## src/rtl/cdb_arbiter_pkg.sv

```systemverilog
// Shared definitions for the common data bus arbiter slice.
//   DATA_LEN / ROB_LEN : default result/PC width and ROB alias width
//   SRC_ALU / SRC_LSB  : encoding of cdb_src and of the last-grant register
//   pick_lsb()         : round-robin grant decision between the two FIFO heads
package cdb_arbiter_pkg;

    localparam int DATA_LEN = 32;
    localparam int ROB_LEN  = 4;

    localparam logic SRC_ALU = 1'b0;
    localparam logic SRC_LSB = 1'b1;

    // LSB wins if it is the only pending source, or if both are pending
    // and the ALU was granted last.
    function automatic logic pick_lsb(input logic alu_pending,
                                      input logic lsb_pending,
                                      input logic last_grant);
        return lsb_pending && (!alu_pending || (last_grant == SRC_ALU));
    endfunction

endpackage

```

## src/rtl/cdb_arbiter_result_fifo.sv

```systemverilog
// Small synchronous FIFO holding completed results for one CDB source.
//   clk, rst (async, active-low), rdy (global enable)
//   flush      : empties the FIFO and drops a same-cycle push
//   push/push_data : write request; ignored while full
//   pop        : read request; ignored while empty
//   pop_data   : current head entry
//   empty/full : derived from the occupancy count only
module result_fifo #(
    parameter int WIDTH = 8,
    parameter int DEPTH = 2
) (
    input  logic             clk,
    input  logic             rst,
    input  logic             rdy,
    input  logic             flush,
    input  logic             push,
    input  logic [WIDTH-1:0] push_data,
    input  logic             pop,
    output logic [WIDTH-1:0] pop_data,
    output logic             empty,
    output logic             full
);

    localparam int PTR_W = $clog2(DEPTH);

    logic [WIDTH-1:0] mem [DEPTH];
    logic [PTR_W-1:0] wr_ptr;
    logic [PTR_W-1:0] rd_ptr;
    logic [PTR_W:0]   count;
    logic             do_push;
    logic             do_pop;

    assign empty    = (count == '0);
    assign full     = (count == (PTR_W+1)'(DEPTH));
    assign do_push  = rdy && !flush && push && !full;
    assign do_pop   = rdy && !flush && pop && !empty;
    assign pop_data = mem[rd_ptr];

    always_ff @(posedge clk or negedge rst) begin
        if (!rst) begin
            wr_ptr <= '0;
            rd_ptr <= '0;
            count  <= '0;
        end else if (rdy) begin
            if (flush) begin
                wr_ptr <= '0;
                rd_ptr <= '0;
                count  <= '0;
            end else begin
                if (do_push) wr_ptr <= wr_ptr + PTR_W'(1);
                if (do_pop)  rd_ptr <= rd_ptr + PTR_W'(1);
                case ({do_push, do_pop})
                    2'b10:   count <= count + (PTR_W+1)'(1);
                    2'b01:   count <= count - (PTR_W+1)'(1);
                    default: count <= count;
                endcase
            end
        end
    end

    // Storage carries data only; validity comes from count.
    always_ff @(posedge clk) begin
        if (do_push) mem[wr_ptr] <= push_data;
    end

endmodule

```

## src/rtl/cdb_arbiter.sv

```systemverilog
// Serialises ALU and LSB completions onto one registered common data bus.
//   clk, rst (async, active-low), rdy (global enable), rollback (flush)
//   alu_valid/alias/result/jump/real_pc, alu_full : ALU result input
//   lsb_valid/alias/result, lsb_full              : LSB result input
//   cdb_valid/src/alias/result/jump/real_pc       : registered broadcast
//   overflow_err : sticky, set when a push hits a full FIFO
module cdb_arbiter
    import cdb_arbiter_pkg::*;
#(
    parameter int DATA_W     = DATA_LEN,
    parameter int ROB_W      = ROB_LEN,
    parameter int FIFO_DEPTH = 2
) (
    input  logic              clk,
    input  logic              rst,
    input  logic              rdy,
    input  logic              rollback,
    input  logic              alu_valid,
    input  logic [ROB_W-1:0]  alu_alias,
    input  logic [DATA_W-1:0] alu_result,
    input  logic              alu_jump,
    input  logic [DATA_W-1:0] alu_real_pc,
    output logic              alu_full,
    input  logic              lsb_valid,
    input  logic [ROB_W-1:0]  lsb_alias,
    input  logic [DATA_W-1:0] lsb_result,
    output logic              lsb_full,
    output logic              cdb_valid,
    output logic              cdb_src,
    output logic [ROB_W-1:0]  cdb_alias,
    output logic [DATA_W-1:0] cdb_result,
    output logic              cdb_jump,
    output logic [DATA_W-1:0] cdb_real_pc,
    output logic              overflow_err
);

    localparam int ALU_PW = ROB_W + DATA_W + 1 + DATA_W;
    localparam int LSB_PW = ROB_W + DATA_W;

    logic              alu_push;
    logic              lsb_push;
    logic              alu_empty;
    logic              lsb_empty;
    logic              alu_pop;
    logic              lsb_pop;
    logic [ALU_PW-1:0] alu_head;
    logic [LSB_PW-1:0] lsb_head;
    logic              last_grant;
    logic              any_pending;
    logic              grant;

    logic [ROB_W-1:0]  alu_h_alias;
    logic [DATA_W-1:0] alu_h_result;
    logic              alu_h_jump;
    logic [DATA_W-1:0] alu_h_pc;
    logic [ROB_W-1:0]  lsb_h_alias;
    logic [DATA_W-1:0] lsb_h_result;

    // Alias 0 means "no dependency" and is never a real destination.
    assign alu_push = alu_valid && (alu_alias != '0);
    assign lsb_push = lsb_valid && (lsb_alias != '0);

    assign any_pending = !alu_empty || !lsb_empty;
    assign grant       = pick_lsb(!alu_empty, !lsb_empty, last_grant);
    assign alu_pop     = any_pending && (grant == SRC_ALU);
    assign lsb_pop     = any_pending && (grant == SRC_LSB);

    result_fifo #(.WIDTH(ALU_PW), .DEPTH(FIFO_DEPTH)) u_alu_fifo (
        .clk       (clk),
        .rst       (rst),
        .rdy       (rdy),
        .flush     (rollback),
        .push      (alu_push),
        .push_data ({alu_alias, alu_result, alu_jump, alu_real_pc}),
        .pop       (alu_pop),
        .pop_data  (alu_head),
        .empty     (alu_empty),
        .full      (alu_full)
    );

    result_fifo #(.WIDTH(LSB_PW), .DEPTH(FIFO_DEPTH)) u_lsb_fifo (
        .clk       (clk),
        .rst       (rst),
        .rdy       (rdy),
        .flush     (rollback),
        .push      (lsb_push),
        .push_data ({lsb_alias, lsb_result}),
        .pop       (lsb_pop),
        .pop_data  (lsb_head),
        .empty     (lsb_empty),
        .full      (lsb_full)
    );

    assign {alu_h_alias, alu_h_result, alu_h_jump, alu_h_pc} = alu_head;
    assign {lsb_h_alias, lsb_h_result}                       = lsb_head;

    // A push is counted as an overflow only when it would otherwise have
    // been accepted; rollback already discards same-cycle pushes.
    always_ff @(posedge clk or negedge rst) begin
        if (!rst) begin
            overflow_err <= 1'b0;
        end else if (rdy && !rollback &&
                     ((alu_push && alu_full) || (lsb_push && lsb_full))) begin
            overflow_err <= 1'b1;
        end
    end

    // CDB output register: FIFO heads -> broadcast, one result per cycle.
    always_ff @(posedge clk or negedge rst) begin
        if (!rst) begin
            cdb_valid   <= 1'b0;
            cdb_src     <= SRC_ALU;
            cdb_alias   <= '0;
            cdb_result  <= '0;
            cdb_jump    <= 1'b0;
            cdb_real_pc <= '0;
            last_grant  <= SRC_LSB;
        end else if (rdy) begin
            if (rollback || !any_pending) begin
                cdb_valid <= 1'b0;
            end else begin
                cdb_valid  <= 1'b1;
                cdb_src    <= grant;
                last_grant <= grant;
                if (grant == SRC_LSB) begin
                    cdb_alias   <= lsb_h_alias;
                    cdb_result  <= lsb_h_result;
                    cdb_jump    <= 1'b0;
                    cdb_real_pc <= '0;
                end else begin
                    cdb_alias   <= alu_h_alias;
                    cdb_result  <= alu_h_result;
                    cdb_jump    <= alu_h_jump;
                    cdb_real_pc <= alu_h_pc;
                end
            end
        end
    end

endmodule

```

## config.mk

```make
export PLATFORM = sky130hd
export DESIGN_NAME = cdb_arbiter
export DESIGN_NICKNAME = d
export VERILOG_FILES = /design/src/rtl/cdb_arbiter_pkg.sv /design/src/rtl/cdb_arbiter_result_fifo.sv /design/src/rtl/cdb_arbiter.sv
export SDC_FILE = /design/constraint.sdc
export NUM_CORES = 1
export LEC_CHECK = 0
export BUFFER_PORTS_ARGS = -buffer_cell sky130_fd_sc_hd__buf_4
export CAP_MARGIN = 20
export CORE_MARGIN = 2
export CORE_UTILIZATION = 30
export CTS_CLUSTER_DIAMETER = 100
export CTS_CLUSTER_SIZE = 20
export DETAILED_ROUTE_END_ITERATION = 10
export PLACE_DENSITY = 0.5
export REMOVE_ABC_BUFFERS = 1
export SYNTH_ARGS = -nofsm -noshare
export SYNTH_HDL_FRONTEND = slang
export SYNTH_SLANG_ARGS = --single-unit
```

## constraint.sdc

```tcl
create_clock -name clk -period 8.4 [get_ports clk]
set_input_delay 0 -clock clk [delete_from_list [all_inputs] [get_ports clk]]
set_output_delay 0 -clock clk [all_outputs]
set_load 0.005 [all_outputs]
```

; ---- After elaboration in Yosys (flattened, before gate mapping)
; Memories as Yosys holds them, arrays and structs flattened.
; Cells that the tools add are included.
[word_totals]
regBits = 81
mem_bits_rw = 210
in_bits = 111
output_inout_bits = 74
wordCells = 98
memories = 2
[mem_list]
columns = name, depth, width, read_ports, rd_ports_with_merged_regs, wr, line
row1 = u_alu_fifo.mem, 2, 69, 1, 0, 1, cdb_arbiter_result_fifo.sv:26  ; logic [WIDTH-1:0] mem [DEPTH];
row2 = u_lsb_fifo.mem, 2, 36, 1, 0, 1, cdb_arbiter_result_fifo.sv:26
[op_classes]
add_sub_neg = 8
n_eq_ne = 6
mux = 21
bitwise = 3
reduce_logical = 44
[ops]
columns = op, count
row1 = $mux 32, 2
row2 = $logic_and 1x1->1, 17
row3 = $mux 1, 14
row4 = $reduce_and 2->1, 7
row5 = $eq 2x2->1 const B, 4
row6 = $pmux 2 s2, 2
row7 = $reduce_bool 2->1, 4
row8 = $reduce_bool 4->1, 2
row9 = $logic_not 1->1, 6
row10 = $reduce_bool 3->1, 2
row11 = $add 1x1->1 const B, 4
row12 = $add 2x1->2 const B, 2
row13 = $eq 2x1->1 const B, 2
row14 = $logic_not 2->1, 2
row15 = $logic_or 1x1->1, 4
row16 = $mux 2, 2
row17 = $mux 4, 1
row18 = $sub 2x1->2 const B, 2
row19 = $not 1->1, 3

; ---- Longest topological paths before layout
[depth]
word_depth = 10
ltp_mapped = 7
mapped_depth_nobuf = 4

; ---- Hierarchy
; A second synthesis with hierarchy kept.
[unflattened]
cells_unflattened = 647
area_unflattened_um2 = 11295.8
[modules_own_cells]
columns = mod, n_inst, cells_per_inst, area_per_inst_um2, seq_area_each_um2
row1 = result_fifo (u_alu_fifo), 1, 247, 5281.3, 4244.1
row2 = cdb_arbiter, 1, 256, 3134.3, 1828.0
row3 = result_fifo (u_lsb_fifo), 1, 144, 2880.3, 2262.2

; ---- Worst setup path after synthesis
; No wires, ideal clock.
[synth_timing]
kind = register to register
from = register u_alu_fifo.count[1]
to = memory u_alu_fifo.mem[0][0] (netlist name) (enable)
setup_time_ps = 666
t_arrival_ps = 7268
required_ps = 7734
setup_slack_ps = 465
stages_incl_launch_ff = 3
path_buffers = 0
period_less_slack_ps = 7935
path_cell_list = dfrtp_1 > nor2b_1 > nor4_1
[synth_via]
elab_chain_len = 5
[synth_rtl]
columns = element, line
row1 = from (decl), cdb_arbiter_result_fifo.sv:29  ; logic [PTR_W:0] count;
row2 = from (signal assigned), cdb_arbiter_result_fifo.sv:53  ; 2'b10: count <= count + (PTR_W+1)'(1);
row3 = from (signal assigned), cdb_arbiter_result_fifo.sv:54  ; 2'b01: count <= count - (PTR_W+1)'(1);
row4 = from (signal assigned), cdb_arbiter_result_fifo.sv:55  ; default: count <= count;
row5 = $eq 2x2->1, cdb_arbiter_result_fifo.sv:34  ; assign full = (count == (PTR_W+1)'(DEPTH));
row6 = via alu_full, cdb_arbiter.sv:23  ; output logic alu_full,
row7 = $logic_not 1->1, cdb_arbiter_result_fifo.sv:35  ; assign do_push = rdy && !flush && push && !full;
row8 = $logic_and 1x1->1, cdb_arbiter_result_fifo.sv:35
row9 = $mux 1, cdb_arbiter_result_fifo.sv:63  ; if (do_push) mem[wr_ptr] <= push_data;
row10 = $mux 1 (not written as such), cdb_arbiter_result_fifo.sv:63
row11 = to (decl), cdb_arbiter_result_fifo.sv:26
; The timed path passes the listed nets, and every way through them passes these cells.

; ---- Final worst setup path
[layout_timing]
from = register u_alu_fifo.count[0]
to = register cdb_result[13]
[layout_via]
elab_chain_len = 7
[layout_rtl]
columns = element, line
row1 = $logic_not 2->1 *, cdb_arbiter_result_fifo.sv:33  ; assign empty = (count == '0);
row2 = $logic_not 1->1, cdb_arbiter.sv:63  ; assign any_pending = !alu_empty || !lsb_empty;
row3 = $logic_or 1x1->1, cdb_arbiter.sv:63
row4 = $logic_not 1->1, cdb_arbiter.sv:119  ; if (rollback || !any_pending) begin
row5 = $logic_or 1x1->1, cdb_arbiter.sv:119
row6 = $not 1->1 (no line), --
row7 = $reduce_and 2->1 (no line), --
row8 = to (signal assigned), cdb_arbiter.sv:127  ; cdb_result <= lsb_h_result;
row9 = to (signal assigned), cdb_arbiter.sv:132  ; cdb_result <= alu_h_result;
row10 = to (decl), cdb_arbiter.sv:31  ; output logic [DATA_W-1:0] cdb_result,
; Mark *: on every way between the ends. The rest lies on a longest branch, timed or not.
; A chain may end at the register's enable or synchronous reset.

==> reports/metrics.yaml <==
setup_path:
  worstPathArrival_ns: 2.83
  cp_cell_sequence: "or2_1, o21ai_4, buf_12, buf_4, o31ai_1"
  crit_type: "register to register"
  cpLargestDelayFamily: "buffers and inverters"
  crit_buf_inv: 2
  cp_slowest_cell: "buf_4"
  cpPeakStageDelay_ns: 0.65
  worstPathMaxFanout: 72
  cp.required_ns: 8.76
  crit_path_start_kind: "register"
  critPathCaptureType: "register"
yosys:
  synth_area_sq_um: 11200
  synth_xor_area_frac: 0.00235
  yosys_warnings: 0
  yosysSeqAreaShare: 0.746
  synthCells: 722
  synth_edf_count: 210
  synth_mux_area_frac: 0.0314
  synth_compound_area_frac: 0.114
  synth_cell_types: 44
  synth_adder_area_share: 0
  avgSynthCellArea_sq_um: 15.5
  synth-seq-cells: 291
  yosys.area_share.simple: 0.0818
  synth_flop_cell: "edfxtp_1"
  synthArstFlopShare: 0.278
  synth_top_family_by_area: "compound AO/OA/AOI/OAI gates"
global_routing:
  grt_pass1_vias: 6882
  grt_util_met2: 0.235
  antenna_found_initial: 4
  grt_overflow: 0
  busiest_layer: "met2"
  grt_max_degree: 73
  grt_pass1_wl_um: 40900
  grtUsageMet3: 0.0279
  met1_usage: 0.181
  grt_use_total: 0.137
sta:
  fin_skew_ns: 0.0114
  finalMaxSlewViolations: 0
  period_share: 0.295
  rsz0062_at_grt: "false"
  final.min_clock_period_ns: 2.47
  holdWs_ns: 0.204
  max_freq_ghz: 0.404
  max_slew_margin: 0.367
  worst_pin_slew_ns: 0.939
  setup_viol: 0
  hold_viol: 0
  tns_ns: 0
pwr:
  power_frac_comb: 0.282
  power.density_nw_per_um2: 269
  power_frac_clock: 0.228
  sw_frac_of_total: 0.314
  power.leakage_uw: 0.00547
  power.internal_uw: 2720
  peakVddDrop_mv: 0.165
  p_switching_uw: 1250
  seqPwrFrac: 0.490
route:
  remaining_drc_errors: 0
  routedWlPerCell_um: 18.0
  drtPass1Iterations: 4
  num_vias: 6796
  routed_wirelength_um: 26800
  viasPerCell: 4.57
  drtIter0Drc: 251
  ant_nets: 0
run_status:
  status: "completed"
clocking:
  cts_inserted_buffers: 18
  clock_path_buffers: 3
  root_buffer: "clkbuf_16"
  h-tree-depth: 1
  cts_tree: "built"
  cts_setup_buffers: 0
  clk_pin_slew_ns: 0.09
  worst_skew_pair.late_latency_ns: 0.51
  cts.sinks: 291
floorplan:
  start_util: 0.305
  die_x_um: 197
  fp.coreArea_sq_um: 36600
  rows: 70
  die_area_sq_um: 38800
  ios: 185
  fp.dieH_um: 197
flow_run:
  drv_cap: 0
layout:
  syn2layout_area_growth_pct: 31.8
  final_cell_area_sq_um: 14700
  drive_above_1_share: 0.247
  nNetsFinal: 1115
hold_path:
  min_path_type: "primary input to register"
placement:
  placed_area_sq_um: 13000
  port_buffers: 184
  dp_hpwl_um: 15600
  gp_congestion: 0.691
metrics by stage:
step | setup WS (ns) | util | power, uW | cells
floorplan | 0.465 | - | 2530 | 675
global placement | 5.53 | 0.355 | 3050 | 1337
detailed placement | 5.88 | 0.356 | 3090 | 1339
CTS | 5.86 | 0.402 | 4060 | 1483
global route | 5.68 | 0.402 | 4230 | 1487
finish | 5.93 | 0.402 | 3960 | 1487
area by class of cell:
cell class / count / area (sq um)
well taps: 468 / 586
repair buffers: 309 / 2640
clock buffers: 30 / 527
multi-input cells: 379 / 2590
fillers: 3432 / 21900
inverters: 5 / 18.8
clock inverters: 1 / 8.76
diodes: 4 / 10.0
flip-flops and latches: 291 / 8340
power groups by stage:
stage	combinational [uW]	clock [uW]	sequential [uW]
finish	1120	904	1940
global route	1250	1000	1980
CTS	1150	954	1950
detailed placement	1110	0	1980
global placement	1070	0	1980
floorplan	530	0	2000
cells in the final DEF, fill, tap and decap left out, types with 5 or more instances in the layout:
cell / synthesis / final
o21ai_1: 5 / 5
a211oi_1: 53 / 53
mux2i_1: 35 / 35
dlygate4sd3_1: 0 / 112
clkbuf_16: 0 / 19
nor2b_1: 77 / 77
nand2_1: 74 / 73
dfrtp_1: 80 / 78
edfxtp_1: 210 / 210
a211oi_2: 19 / 19
buf_4: 6 / 194
o31ai_1: 36 / 36
o21ai_0: 33 / 33
inv_1: 5 / 5
clkbuf_1: 16 / 10
timing repair:
| action | in CTS | in global routing |
|---|---|---|
| hold buffers | 113 | 0 |
| hold endpoints to repair | 247 | 0 |
| resized for setup | 0 | 0 |
final timing paths:
path                                         end  cells past startpoint           startpoint  slack, ns
max                               cdb_result[13]                      5  u_alu_fifo.count[0]       5.93
min                        u_lsb_fifo.mem[1][29]                      2       lsb_result[29]       0.20
max reg2reg                       cdb_result[13]                      5  u_alu_fifo.count[0]       5.93
min reg2reg                      cdb_real_pc[18]                      2      cdb_real_pc[18]       0.49
max in group asynchronous      u_alu_fifo.rd_ptr                      4                  rst       6.96
min in group asynchronous         cdb_result[18]                      4                  rst       0.54
cell usage after synthesis, types with 3 or more instances:
master / instances / area, sq um
a21o_1: 3 / 22.5
clkbuf_1: 16 / 60.1
o21ai_1: 5 / 25.0
edfxtp_1: 210 / 6310
dfrtp_1: 80 / 2000
a211oi_1: 53 / 398
nor3_1: 3 / 15.0
buf_4: 6 / 45.0
nor4_1: 4 / 25.0
a211oi_2: 19 / 238
mux2i_1: 35 / 350
nand2b_1: 4 / 25.0
inv_1: 5 / 18.8
buf_6: 3 / 33.8
nor2_1: 4 / 15.0
buf_2: 21 / 105
nor2b_1: 77 / 482
o31ai_1: 36 / 270
o21ai_0: 33 / 165
nand2_1: 74 / 278
registers in the layout, indices dropped and copies added (netlist names):
name and flops:
cdb_src 1, u_alu_fifo.count 2, u_lsb_fifo.count 2, u_alu_fifo.wr_ptr 1, u_lsb_fifo.rd_ptr 1, u_alu_fifo.mem 138, cdb_valid 1, cdb_jump 1
last_grant 1, u_lsb_fifo.wr_ptr 1, overflow_err 1, cdb_alias 4, cdb_result 32, cdb_real_pc 32, u_alu_fifo.rd_ptr 1, u_lsb_fifo.mem 72
metal layers:
layer / wire length [um] / part of all wire
met2: 13000 / 0.48
met3: 1320 / 0.049
met5: 0 / 0
met4: 434 / 0.016
met1: 12100 / 0.45
cell families (layout without fill, tap and decap cells):
logic type                Yosys count  after routing
other                               0              4
AOI/OAI and AO/OA                 165            165
muxes                              35             35
xor gates and xnor gates            3              3
buffers and inverters              52            345
and+or+nand+nor                   176            176
DFF                               291            291
No activity file was read; power rests on OpenSTA's default activity.
